**src/rtl/apb_slave_mem.sv**
```systemverilog
// APB responder backed by a register-array memory.
// Inserts WAIT_CYCLES wait states per transfer and flags out-of-range word
// indices with Pslverr. All response outputs decode from registered state only.
module apb_slave_mem #(
  parameter int ADDR_WIDTH  = 8,
  parameter int DATA_WIDTH  = 32,
  parameter int MEM_DEPTH   = 64,
  parameter int WAIT_CYCLES = 2
) (
  input  logic                  Pclk,
  input  logic                  Presetn,
  input  logic                  Psel,
  input  logic                  Penable,
  input  logic                  Pwrite,
  input  logic [ADDR_WIDTH-1:0] Paddr,
  input  logic [DATA_WIDTH-1:0] Pwdata,
  output logic [DATA_WIDTH-1:0] Prdata,
  output logic                  Pready,
  output logic                  Pslverr
);

  localparam int IDX_W = (MEM_DEPTH > 1) ? $clog2(MEM_DEPTH) : 1;
  localparam int CNT_W = (WAIT_CYCLES > 0) ? $clog2(WAIT_CYCLES + 1) : 1;
  localparam logic [CNT_W-1:0]    CNT_LOAD  = CNT_W'(WAIT_CYCLES);
  // One extra bit so a depth equal to 2**ADDR_WIDTH still compares correctly
  localparam logic [ADDR_WIDTH:0] DEPTH_LIM = (ADDR_WIDTH + 1)'(MEM_DEPTH);

  typedef enum logic {
    IDLE,
    ACCESS
  } state_t;

  state_t                 state;
  state_t                 state_nxt;
  logic [CNT_W-1:0]       cnt;
  // Only the in-range index bits are kept; out-of-range is captured in err_q
  logic [IDX_W-1:0]       addr_q;
  logic                   write_q;
  logic [DATA_WIDTH-1:0]  wdata_q;
  logic                   err_q;
  logic [DATA_WIDTH-1:0]  mem [MEM_DEPTH];

  logic                   setup;
  logic                   ready_cyc;
  logic                   commit;

  // Phase decodes shared by the FSM, the datapath and the outputs
  always_comb begin
    setup     = (state == IDLE) && Psel && !Penable;
    ready_cyc = (state == ACCESS) && (cnt == '0);
    commit    = ready_cyc && Psel && Penable && write_q && !err_q;
  end

  // Next-state logic: a setup opens an access, abort or ready cycle closes it
  always_comb begin
    state_nxt = state;
    case (state)
      IDLE: begin
        if (setup) state_nxt = ACCESS;
      end
      ACCESS: begin
        if (!Psel)           state_nxt = IDLE;
        else if (cnt == '0)  state_nxt = IDLE;
      end
      default: state_nxt = IDLE;
    endcase
  end

  // State register
  always_ff @(posedge Pclk or negedge Presetn) begin
    if (!Presetn) state <= IDLE;
    else          state <= state_nxt;
  end

  // Latch the transfer at setup and count down the wait states
  always_ff @(posedge Pclk or negedge Presetn) begin
    if (!Presetn) begin
      cnt     <= '0;
      addr_q  <= '0;
      write_q <= 1'b0;
      wdata_q <= '0;
      err_q   <= 1'b0;
    end else if (setup) begin
      addr_q  <= Paddr[IDX_W-1:0];
      write_q <= Pwrite;
      wdata_q <= Pwdata;
      err_q   <= ({1'b0, Paddr} >= DEPTH_LIM);
      cnt     <= CNT_LOAD;
    end else if ((state == ACCESS) && Psel && (cnt != '0)) begin
      cnt <= cnt - 1'b1;
    end
  end

  // Memory array: cleared on reset, written on the closing edge of a good write
  always_ff @(posedge Pclk or negedge Presetn) begin
    if (!Presetn) begin
      for (int i = 0; i < MEM_DEPTH; i++) mem[i] <= '0;
    end else if (commit) begin
      mem[addr_q] <= wdata_q;
    end
  end

  // Response outputs, quiet outside the ready cycle
  always_comb begin
    Pready  = ready_cyc;
    Pslverr = ready_cyc && err_q;
    Prdata  = '0;
    if (ready_cyc && !write_q && !err_q) Prdata = mem[addr_q];
  end

endmodule
```
**config.mk**
```make
export PLATFORM = sky130hd
export DESIGN_NAME = apb_slave_mem
export DESIGN_NICKNAME = d
export VERILOG_FILES = /design/src/rtl/apb_slave_mem.sv
export SDC_FILE = /design/constraint.sdc
export NUM_CORES = 2
export LEC_CHECK = 0
export CORE_MARGIN = 1.5
export CORE_UTILIZATION = 63
export DETAILED_ROUTE_END_ITERATION = 7
export MAX_ROUTING_LAYER = met4
export PLACE_DENSITY = 0.8
export SYNTH_ARGS = -nofsm -noshare
export SYNTH_HDL_FRONTEND = slang
export SYNTH_SLANG_ARGS = --single-unit
```
**constraint.sdc**
```tcl
create_clock -name Pclk -period 3.2 [get_ports Pclk]
set_clock_uncertainty 0.2 [all_clocks]
set_input_delay 0.32 -clock Pclk [delete_from_list [all_inputs] [get_ports Pclk]]
set_output_delay 0.32 -clock Pclk [all_outputs]
set_load 0.02 [all_outputs]
```
==> metrics.yaml <==
period_needed_ns: 4.22
cp_slowest_stage_delay_ns: 0.55
dp_slack_ns: -0.405
critical_path_class: "reg -> out"
path_max_fanout: 7
tightest_slew_ns: 1.38
final_cell_area_sq_um: 113000
status: "finished with violations"
r2r-end: "mem[1283]"
nets: 7265
synth_cell_types: 55
cp_common_cell: "buf_12"
io_buffer_count: 78
drt-initial-drc-count: 9661
tns_ns: -27.07
min_from: "Paddr[2]"
reg2reg_from: "cnt[0]"
synth_seq_cells: 2091
ys_warn_count: 0
crit_buf_inv: 6
numCtsBuffers: 206
holdWs_ns: 0.0596
startpoint_type: "flop"
regArea_sq_um: 52400
die_y_microns: 388
final_common_cell: "mux2_2"
reg2reg_depth: 10
rsz0062_at_grt: "true"
firstDrtPassIters: 8
coreArea_sq_um: 147000
grt_first_pass_wirelength_mm: 496
cts_max_level: 4
clk_latency_ns: 0.89
start_util: 0.633
layout_common_cells: "2095 x mux2_2, 2074 x dfrtp_1, 442 x a221oi_1"
holdPathStages: 4
synth-async-reset-ratio: 1.00
cp-end-kind: "output port"
cts.clk_slew.worst_paths_ns: 0.07
grt_usage: 0.466
grt_pass1_vias: 72300
post-dp-hpwl_mm: 200
power_leakage_nw: 53.9
overflow: 0
via_count: 71600
drive_above_1_share: 0.495
violations: "negative setup slack"
fin_ws_ns: -1.02
postLayoutCoreUtil: 0.769
syn-num-nets: 7001
hold_end: "addr_q[2]"
place_area_sq_um: 101000
pin_count: 79
worstPathArrival_ns: 3.70
power_density_nw_per_um2: 596
clock_sinks: 2091
fill_cells: 7614
hold_class: "in -> reg"
row_count: 141
power_mw: 67.4
synth_edf_count: 0
setup_viol: 60
ir_drop_v: 0.000571
die_w_microns: 388
syn_area_sq_um: 93300
root_buffer: "clkbuf_16"
hold_viol: 0
fin_crit_sh: 1.32
reg2reg_slack_ns: -0.05
drt-wirelength-per-cell_microns: 38.0
multi_input_area_sq_um: 40600
dieArea_sq_um: 150000
crit_slowest_cell: "dfrtp_4"
antenna_found_initial: 10
slew_headroom: 0.0691
placedCellCount: 8805
syn-instance-count: 6955
drc_errors: 0
cp_data_required_time_ns: 2.68
synth.avg_cell_area_sq_um: 13.4
final_cells: 9349
drtAntennaViolNets: 0
cts_tree: "built"
cp_top_family: "buffers and inverters"
area_delta_synth_final_pct: 21.4
drv_cap: 0
max_freq_ghz: 0.237
grt_max_degree: 148
ys_seq_area_frac: 0.561
clockBufferDepth: 3
wl_mm: 356
slew_viol_final: 0
gp_congestion: 0.941
vias_per_cell: 7.66
path_cells: "buf_8, and2_4, buf_12, buf_16, buf_12, a22oi_2, o22ai_1, o31ai_1, buf_4, nand4_1, o21a_2, buf_6"
synth_ff_type: "dfrtp_1"
## routing by layer
| metal | vias to the layer above | track usage | routed length (microns) |
|---|---|---|---|
| met5 | - | - | 0 |
| met4 | 0 | 0.344 | 35100 |
| met3 | 2302 | 0.177 | 55500 |
| met2 | 5995 | 0.633 | 147000 |
| met1 | 36500 | 0.565 | 118000 |
| li1 | 26800 | - | - |
## worst max path at each step
stage	from	to	slack, ns	cells after the start
finish	addr_q[1]	Prdata[28]	-1.02	12
global placement	addr_q[0]	Prdata[14]	-0.37	12
floorplan	addr_q[0]	Prdata[2]	0.26	10
CTS	addr_q[0]	Prdata[27]	-0.86	10
global route	addr_q[1]	Prdata[28]	-1.05	12
detailed placement	addr_q[0]	Prdata[14]	-0.41	12
## cell type report
class,count,area share
multi-input combinational,4073,0.359
inverter,9,0.000575
timing repair inverter,1,0.0000994
timing repair buffer,837,0.0934
sequential,2091,0.462
tap,1930,0.0213
antenna,21,0.000464
clock inverter,70,0.00816
clock buffer,317,0.0548
## worst register-to-register path, cell delays in order, from the launching register on
cell and delay, ns:
dfrtp_1 0.42, inv_1 0.09, ha_1 0.25, nand2_1 0.18
nor4_2 0.29, buf_4 0.28, nand3_1 0.17, buf_4 0.27
nor2_4 0.20, buf_4 0.35, mux2_2 0.38
## kinds of logic after synthesis
| kind of cell | after synthesis | synth area share |
|---|---|---|
| compound gates | 1321 | 0.108 |
| fa+ha+maj | 1 | 0.000134 |
| buf+inv | 791 | 0.0340 |
| flops | 2091 | 0.561 |
| mux | 2250 | 0.273 |
| simple gates | 501 | 0.0238 |
## sequential cells by signal, summed over array words and instances, names as in the netlist
register,count
addr_q,6
cnt,2
err_q,1
mem,2048
state,1
wdata_q,32
write_q,1
## cell usage after synthesis, drive strengths merged (11+ instances only)
library cell,number,area share
or3,13,0.00087
a22o,60,0.0056
nand2,74,0.0030
dfrtp,2091,0.56
o2111a,11,0.0013
mux2i,121,0.013
o21ai,166,0.0089
a21oi,82,0.0044
mux4,25,0.0060
a31oi,17,0.0011
o22ai,96,0.0064
and4,14,0.0013
a221oi,587,0.055
buf,282,0.013
o211ai,15,0.0012
clkbuf,500,0.020
o31ai,12,0.00097
nor2,299,0.012
a2111oi,12,0.0011
a22oi,197,0.016
o221ai,18,0.0017
mux2,2104,0.25
nor3,51,0.0027
## power breakdown
group	total [mW]	internal, mW	switching [mW]
sequential	27.6	26.7	0.990
clock	25.6	14.6	11.0
combinational	14.2	4.81	9.38
## repair_timing
| item | CTS | global route |
|---|---|---|
| setup buffers | 57 | 33 |
| cloned | 12 | 13 |
| pin swaps | 116 | 159 |
| resized for setup | 435 | 285 |
| hold endpoints to repair | 2126 | 0 |
| hold buffers | 39 | 0 |
| endpoints found under the setup margin | 65 | 60 |
(Power assumes the default switching activity.)
